==> src/rtl/ppm_symbol_serializer_if.sv <==
// -----------------------------------------------------------------------------
// ppm_symbol_serializer_if
//   Bundles the word-input handshake and the symbol-output bus of the PPM
//   symbol serializer.
//
//   Word side   : in_data, in_valid, in_ready, flush
//   Symbol side : sym_out, sym_valid, sym_start, word_done, busy
//
//   master : the upstream/downstream environment (drives words, observes symbols)
//   slave  : the serializer itself
// -----------------------------------------------------------------------------
interface ppm_symbol_serializer_if #(
  parameter int DATA_W = 8,
  parameter int SYM_W  = 2
);
  logic [DATA_W-1:0] in_data;
  logic              in_valid;
  logic              in_ready;
  logic              flush;
  logic [SYM_W-1:0]  sym_out;
  logic              sym_valid;
  logic              sym_start;
  logic              word_done;
  logic              busy;

  modport master (
    output in_data, in_valid, flush,
    input  in_ready, sym_out, sym_valid, sym_start, word_done, busy
  );

  modport slave (
    input  in_data, in_valid, flush,
    output in_ready, sym_out, sym_valid, sym_start, word_done, busy
  );
endinterface

==> src/rtl/ppm_symbol_serializer.sv <==
// -----------------------------------------------------------------------------
// ppm_symbol_serializer
//   Splits DATA_W-bit words into DATA_W/SYM_W symbols of SYM_W bits, each held
//   for HOLD_CYC clocks, for the PPM slot modulator. A one-word holding buffer
//   lets consecutive words run without a gap. word_done pulses EARLY clocks
//   before the last symbol of a word ends so the memory reader can prefetch.
//
// Ports
//   clk            system clock
//   rst_n          synchronous active-low reset
//   bus (slave)    in_data/in_valid/in_ready : word handshake
//                  flush                     : synchronous abort of word + buffer
//                  sym_out/sym_valid         : current symbol and its qualifier
//                  sym_start                 : first clock of each symbol
//                  word_done                 : early end-of-word pulse
//                  busy                      : sending or buffer occupied
// -----------------------------------------------------------------------------
module ppm_symbol_serializer #(
  parameter int DATA_W    = 8,
  parameter int SYM_W     = 2,
  parameter int HOLD_CYC  = 128,
  parameter int EARLY     = 2,
  parameter int MSB_FIRST = 0
) (
  input  logic                    clk,
  input  logic                    rst_n,
  ppm_symbol_serializer_if.slave  bus
);

  localparam int NSYM = DATA_W / SYM_W;
  localparam int HW   = $clog2(HOLD_CYC);
  localparam int IW   = (NSYM > 1) ? $clog2(NSYM) : 1;

  localparam logic [0:0] S_IDLE = 1'b0;
  localparam logic [0:0] S_SEND = 1'b1;

  localparam logic [HW-1:0] HOLD_LAST = HW'(HOLD_CYC - 1);
  localparam logic [HW-1:0] HOLD_DONE = HW'(HOLD_CYC - 1 - EARLY);
  localparam logic [IW-1:0] IDX_LAST  = IW'(NSYM - 1);

  // Reject parameter sets the datapath cannot represent.
  if (SYM_W < 1 || DATA_W < SYM_W || (DATA_W % SYM_W) != 0) begin : g_bad_width
    $error("ppm_symbol_serializer: DATA_W must be a non-zero multiple of SYM_W");
  end
  if (HOLD_CYC < 2) begin : g_bad_hold
    $error("ppm_symbol_serializer: HOLD_CYC must be >= 2");
  end
  if (EARLY < 0 || EARLY > HOLD_CYC - 1) begin : g_bad_early
    $error("ppm_symbol_serializer: EARLY must be in 0..HOLD_CYC-1");
  end
  if (MSB_FIRST != 0 && MSB_FIRST != 1) begin : g_bad_order
    $error("ppm_symbol_serializer: MSB_FIRST must be 0 or 1");
  end

  // Symbol visible at the output end of the shift register.
  function automatic logic [SYM_W-1:0] f_slice(input logic [DATA_W-1:0] w);
    if (MSB_FIRST != 0) begin
      return w[DATA_W-1 -: SYM_W];
    end else begin
      return w[SYM_W-1:0];
    end
  endfunction

  // Advance the shift register by one symbol towards the output end.
  function automatic logic [DATA_W-1:0] f_shift(input logic [DATA_W-1:0] w);
    if (MSB_FIRST != 0) begin
      return w << SYM_W;
    end else begin
      return w >> SYM_W;
    end
  endfunction

  logic [0:0]        r_state,    w_state_nxt;
  logic [DATA_W-1:0] r_shift,    w_shift_nxt;
  logic [DATA_W-1:0] r_buf,      w_buf_nxt;
  logic              r_buf_full, w_buf_full_nxt;
  logic [HW-1:0]     r_hold,     w_hold_nxt;
  logic [IW-1:0]     r_idx,      w_idx_nxt;

  logic [SYM_W-1:0]  r_sym_out;
  logic              r_sym_valid;
  logic              r_sym_start;
  logic              r_word_done;
  logic              r_busy;

  logic w_in_ready;
  logic w_accept;
  logic w_sym_end;
  logic w_word_end;
  logic w_buf_wr;
  logic w_live;

  // in_ready is combinational so it drops in the same clock rst_n is asserted.
  assign w_in_ready = rst_n & ~r_buf_full;
  assign w_accept   = bus.in_valid & w_in_ready;
  assign w_sym_end  = (r_hold == HOLD_LAST);
  assign w_word_end = (r_state == S_SEND) & w_sym_end & (r_idx == IDX_LAST);
  // A word accepted at end-of-word goes straight to the shift register, not the buffer.
  assign w_buf_wr   = (r_state == S_SEND) & w_accept & ~w_word_end;
  assign w_buf_nxt  = w_buf_wr ? bus.in_data : r_buf;

  // Next-state logic for FSM, shift register, hold/symbol counters and buffer flag.
  always_comb begin
    w_state_nxt    = r_state;
    w_shift_nxt    = r_shift;
    w_hold_nxt     = r_hold;
    w_idx_nxt      = r_idx;
    w_buf_full_nxt = r_buf_full | w_buf_wr;
    case (r_state)
      S_IDLE: begin
        if (w_accept) begin
          w_state_nxt = S_SEND;
          w_shift_nxt = bus.in_data;
          w_hold_nxt  = '0;
          w_idx_nxt   = '0;
        end else begin
          w_state_nxt = S_IDLE;
        end
      end
      S_SEND: begin
        if (!w_sym_end) begin
          w_hold_nxt = r_hold + HW'(1);
        end else if (r_idx != IDX_LAST) begin
          w_hold_nxt  = '0;
          w_idx_nxt   = r_idx + IW'(1);
          w_shift_nxt = f_shift(r_shift);
        end else if (r_buf_full) begin
          w_hold_nxt     = '0;
          w_idx_nxt      = '0;
          w_shift_nxt    = r_buf;
          w_buf_full_nxt = 1'b0;
        end else if (w_accept) begin
          w_hold_nxt  = '0;
          w_idx_nxt   = '0;
          w_shift_nxt = bus.in_data;
        end else begin
          w_state_nxt = S_IDLE;
          w_hold_nxt  = '0;
          w_idx_nxt   = '0;
          w_shift_nxt = '0;
        end
      end
      default: begin
        w_state_nxt    = S_IDLE;
        w_shift_nxt    = '0;
        w_hold_nxt     = '0;
        w_idx_nxt      = '0;
        w_buf_full_nxt = 1'b0;
      end
    endcase
  end

  // Outputs are registered from next-state values so they line up with the state.
  assign w_live = (w_state_nxt == S_SEND);

  // State, datapath and output registers; reset outranks flush, flush outranks accept.
  always_ff @(posedge clk) begin
    if (!rst_n || bus.flush) begin
      r_state     <= S_IDLE;
      r_shift     <= '0;
      r_buf       <= '0;
      r_buf_full  <= 1'b0;
      r_hold      <= '0;
      r_idx       <= '0;
      r_sym_out   <= '0;
      r_sym_valid <= 1'b0;
      r_sym_start <= 1'b0;
      r_word_done <= 1'b0;
      r_busy      <= 1'b0;
    end else begin
      r_state     <= w_state_nxt;
      r_shift     <= w_shift_nxt;
      r_buf       <= w_buf_nxt;
      r_buf_full  <= w_buf_full_nxt;
      r_hold      <= w_hold_nxt;
      r_idx       <= w_idx_nxt;
      r_sym_out   <= w_live ? f_slice(w_shift_nxt) : '0;
      r_sym_valid <= w_live;
      r_sym_start <= w_live & (w_hold_nxt == '0);
      r_word_done <= w_live & (w_idx_nxt == IDX_LAST) & (w_hold_nxt == HOLD_DONE);
      r_busy      <= w_live | w_buf_full_nxt;
    end
  end

  assign bus.in_ready  = w_in_ready;
  assign bus.sym_out   = r_sym_out;
  assign bus.sym_valid = r_sym_valid;
  assign bus.sym_start = r_sym_start;
  assign bus.word_done = r_word_done;
  assign bus.busy      = r_busy;

endmodule

==> src/flat_wrapper.sv <==
// flat-port wrapper written by rule: the top's interface ports become plain ports
module ppm_symbol_serializer_flat 
#(
  parameter int DATA_W    = 8,
  parameter int SYM_W     = 2,
  parameter int HOLD_CYC  = 128,
  parameter int EARLY     = 2,
  parameter int MSB_FIRST = 0
)
  (clk, rst_n, bus_in_data, bus_in_valid, bus_flush, bus_in_ready, bus_sym_out, bus_sym_valid, bus_sym_start, bus_word_done, bus_busy);
  ppm_symbol_serializer_if #(.DATA_W(DATA_W), .SYM_W(SYM_W)) bus_i ();
  input  logic clk;
  input  logic rst_n;
  input wire logic [$bits(bus_i.in_data)-1:0] bus_in_data;
  input wire logic [$bits(bus_i.in_valid)-1:0] bus_in_valid;
  input wire logic [$bits(bus_i.flush)-1:0] bus_flush;
  output wire logic [$bits(bus_i.in_ready)-1:0] bus_in_ready;
  output wire logic [$bits(bus_i.sym_out)-1:0] bus_sym_out;
  output wire logic [$bits(bus_i.sym_valid)-1:0] bus_sym_valid;
  output wire logic [$bits(bus_i.sym_start)-1:0] bus_sym_start;
  output wire logic [$bits(bus_i.word_done)-1:0] bus_word_done;
  output wire logic [$bits(bus_i.busy)-1:0] bus_busy;
  assign bus_i.in_data = bus_in_data;
  assign bus_i.in_valid = bus_in_valid;
  assign bus_i.flush = bus_flush;
  assign bus_in_ready = bus_i.in_ready;
  assign bus_sym_out = bus_i.sym_out;
  assign bus_sym_valid = bus_i.sym_valid;
  assign bus_sym_start = bus_i.sym_start;
  assign bus_word_done = bus_i.word_done;
  assign bus_busy = bus_i.busy;
  ppm_symbol_serializer #(.DATA_W(DATA_W), .SYM_W(SYM_W), .HOLD_CYC(HOLD_CYC), .EARLY(EARLY), .MSB_FIRST(MSB_FIRST)) u_core (.clk(clk), .rst_n(rst_n), .bus(bus_i));
endmodule
==> config.mk <==
export PLATFORM = sky130hd
export DESIGN_NAME = ppm_symbol_serializer_flat
export DESIGN_NICKNAME = d
export VERILOG_FILES = /design/src/rtl/ppm_symbol_serializer_if.sv /design/src/rtl/ppm_symbol_serializer.sv /design/src/flat_wrapper.sv
export SDC_FILE = /design/constraint.sdc
export NUM_CORES = 1
export LEC_CHECK = 0
export CORE_MARGIN = 1.5
export CORE_UTILIZATION = 54
export DETAILED_ROUTE_END_ITERATION = 8
export PLACE_DENSITY = 0.76
export REMOVE_ABC_BUFFERS = 1
export SYNTH_ARGS = -nofsm -noshare
export SYNTH_HDL_FRONTEND = slang
export SYNTH_SLANG_ARGS = --single-unit
==> constraint.sdc <==
create_clock -name clk -period 2.4 [get_ports clk]
set_clock_uncertainty 0.1 [all_clocks]
set_input_delay 0.48 -clock clk [delete_from_list [all_inputs] [get_ports clk]]
set_output_delay 0.48 -clock clk [all_outputs]
set_load 0.005 [all_outputs]
==> out/metrics.csv <==
stage,metric,value,unit
sta,Final Hold Viols,0,
sta,worst setup margin,168.5,ps
floorplanning,die extent in y,57.27,um
final_layout,register area,640.6,um^2
global_routing,gr ovfl total,0,
critical_path,Critical Path RT,1820,ps
detailed_routing,drt drc,0,
yosys,Syn Area/Cell,8.240,um^2
placed_design,RD Place Congestion,0.9692,
final_layout,ant diodes,0,
floorplanning,Initial Util,57.17,%
detailed_routing,via count,1499,
final_layout,Layout Cells excl Fill,245,
critical_path,element type at the critical path end,output pin,
flow_run,maxcap violations,0,
power,PD cells,512.1,nW/um^2
sta,RSZ-0062 raised after global routing,no,
global_routing,first-pass GRT wire length,6120,um
clocking,Num CTS Buffers,5,
yosys,"Primary FF master, synth",dfxtp_1,
floorplanning,DIE WIDTH,57.27,um
yosys,Synth area leader,dfxtp_1,
detailed_routing,drt total wl,3677,um
yosys,mapped cell area,1590,um^2
clocking,CTS tree,done,
clocking,clock-pin transition on the worst setup and hold timing paths,90,ps
floorplanning,Die Area,3279,um^2
yosys,"EDFF count, synth",0,
placed_design,Post-DP HPWL,2599,um
clocking,Post-CTS Resized,0,
global_routing,largest net degree at the start of global routing,26,
power,net switching power,0.2284,mW
critical_path,highest fanout seen on the critical path,5,
global_routing,vias in the first global route,1423,
power,proportion of power drawn by combinational gates,9.9,%
floorplanning,Rows,19,
clocking,H-tree levels,2,
yosys,Mapped Cells,193,
power,Clock Power Share,33.3,%
sta,post-route setup TNS,0,ps
placed_design,pre-CTS setup slack,50.00,ps
yosys,register area share after synthesis,40.28,%
critical_path,"Worst Path Class, Setup",in -> out,
yosys,synth warn,0,
sta,"Slew Viols, Final",0,
placed_design,dpl cells,237,
clocking,CTS Buffer Depth,2,
sta,FMAX,448.1,MHz
power,maximum vdd drop,559.5,uV
final_layout,nets,227,
critical_path,Worst setup SP type,input pin,
power,Sw Ratio,23.87,%
yosys,asr flop ratio synth,0,%
sta,Final Cycle Share,92.98,%
sta,Final setup viols,0,
power,cell leakage power,0.6896,nW
final_layout,synthesis-to-layout area growth,17.47,%
power,Internal,0.7283,mW
clocking,hold-fix buffers at CTS,0,
yosys,post-synth cell types,45,
sta,Final Critical Period,2231,ps
worst_hold_path,Hold Path Class,reg -> reg,
global_routing,initial antenna violation count,0,
yosys,Post-synth top cells,"dfxtp_1 (32), nor2_1 (32), o21ai_0 (14)",
yosys,number of synthesized register bits,32,
final_layout,# fillers,246,
yosys,Area contributors post-synth,"dfxtp_1 (40%), nor2_1 (7.6%), mux2i_1 (5.0%)",
sta,slew margin rel.,68.53,%
clocking,CTS sink count,32,
detailed_routing,DR iter-0 viols,86,
detailed_routing,drt wl/cell,15.01,um
floorplanning,core footprint,2781,um^2
final_layout,multi-input logic area,863.3,um^2
clocking,Skew-Pair Late Insertion Delay,340,ps
global_routing,Total Routing Usage GR,24.57,%
detailed_routing,via/cell ratio,6.118,
critical_path,critical path arrival,1650,ps
final_layout,share of cells above drive strength 1,9.346,%
placed_design,Buffers on Ports,18,
sta,Least-Margin Pin Slew,468.1,ps
clocking,CTS root buffer,clkbuf_4,
power,Seq pwr share,56.8,%
floorplanning,io pins,19,
detailed_routing,DRT antenna net count,0,
yosys,Synth top area share,40.28,%
run_status,status,"complete, no violations",
final_layout,final core occ,67.16,%
detailed_routing,DR pass1 iterations,4,
clocking,postcts setup bufs,0,
registers in the layout (all words and copies together) (netlist names):
| name | flops |
|---|---|
| u_core.bus.word_done | 1 |
| u_core.r_hold | 7 |
| u_core.bus.sym_start | 1 |
| u_core.r_shift | 8 |
| u_core.bus.sym_out | 2 |
| u_core.r_buf | 8 |
| u_core.r_idx | 2 |
| u_core.bus.busy | 1 |
| u_core.r_state | 1 |
| u_core.r_buf_full | 1 |
layout by cell type (no fill, tap or decap), drive strengths merged, types with 3 or more instances in the layout:
master	count
a21boi	6
a211oi	3
nor2b	3
o21ai	14
clkbuf	8
inv	5
a21oi	11
clkdlybuf4s50	18
mux2i	8
nor2	32
nand3	6
nand4	6
buf	9
a22oi	8
dfxtp	32
nand2	13
power groups by stage:
stage | Sequential, mW | Clock, mW | Combinational [mW]
finish | 0.543 | 0.319 | 0.0948
global route | 0.544 | 0.354 | 0.103
CTS | 0.543 | 0.326 | 0.0937
detailed placement | 0.556 | 0 | 0.0931
global placement | 0.555 | 0 | 0.0915
floorplan | 0.556 | 0 | 0.0440
per-layer routing:
metal / share of wire [%] / global-route usage, % / wire, um
met2: 46 / 37.44 / 1675
met1: 44 / 31.09 / 1601
met4: 2.6 / 14.95 / 97
met3: 8.2 / 6.576 / 302
met5: 0 / 0 / 0
critical path, stage by stage:
cell,delay [ps]
clkdlybuf4s50_1,510
nor2b_1,150
clkdlybuf4s50_1,510
per-stage QoR:
stage | hold slack [ps] | total power, mW | instance area, um^2
floorplan | 358.2 | 0.6002 | 1523
global placement | 374.5 | 0.6470 | 1809
detailed placement | 379.9 | 0.6486 | 1809
CTS | 404.9 | 0.9633 | 1868
global route | 452.1 | 1.001 | 1868
finish | 400.3 | 0.9567 | 1868
logic make-up (layout without fill, tap and decap cells):
| family | count (synthesis) | count (layout) | synth area share, % |
|---|---|---|---|
| buffers and inverters | 19 | 40 | 5.429 |
| adder cells (fa/ha/maj) | 2 | 2 | 1.573 |
| XOR/XNOR | 1 | 1 | 0.5508 |
| AND/OR/NAND/NOR | 77 | 77 | 24.31 |
| AO/OA/AOI/OAI | 54 | 54 | 22.82 |
| multiplexers | 8 | 8 | 5.036 |
| flip-flops | 32 | 32 | 40.28 |
cell type report:
class / count / area share, %
multi-input combinational: 142 / 46.22
sequential: 32 / 34.29
timing repair buffer: 27 / 13.26
clock buffer: 8 / 3.148
tap: 31 / 2.076
inverter: 5 / 1.005
final timing paths:
| check | depth (start not counted) | startpoint | slack [ps] | end |
|---|---|---|---|---|
| max | 3 | rst_n | 170 | bus_in_ready |
| max reg2reg | 5 | u_core.r_hold[0] | 330 | u_core.bus.word_done |
| min | 2 | u_core.r_buf[5] | 400 | u_core.r_buf[5] |
| min reg2reg | 2 | u_core.r_buf[5] | 400 | u_core.r_buf[5] |
Note: power is estimated with default switching activity, not from simulation.
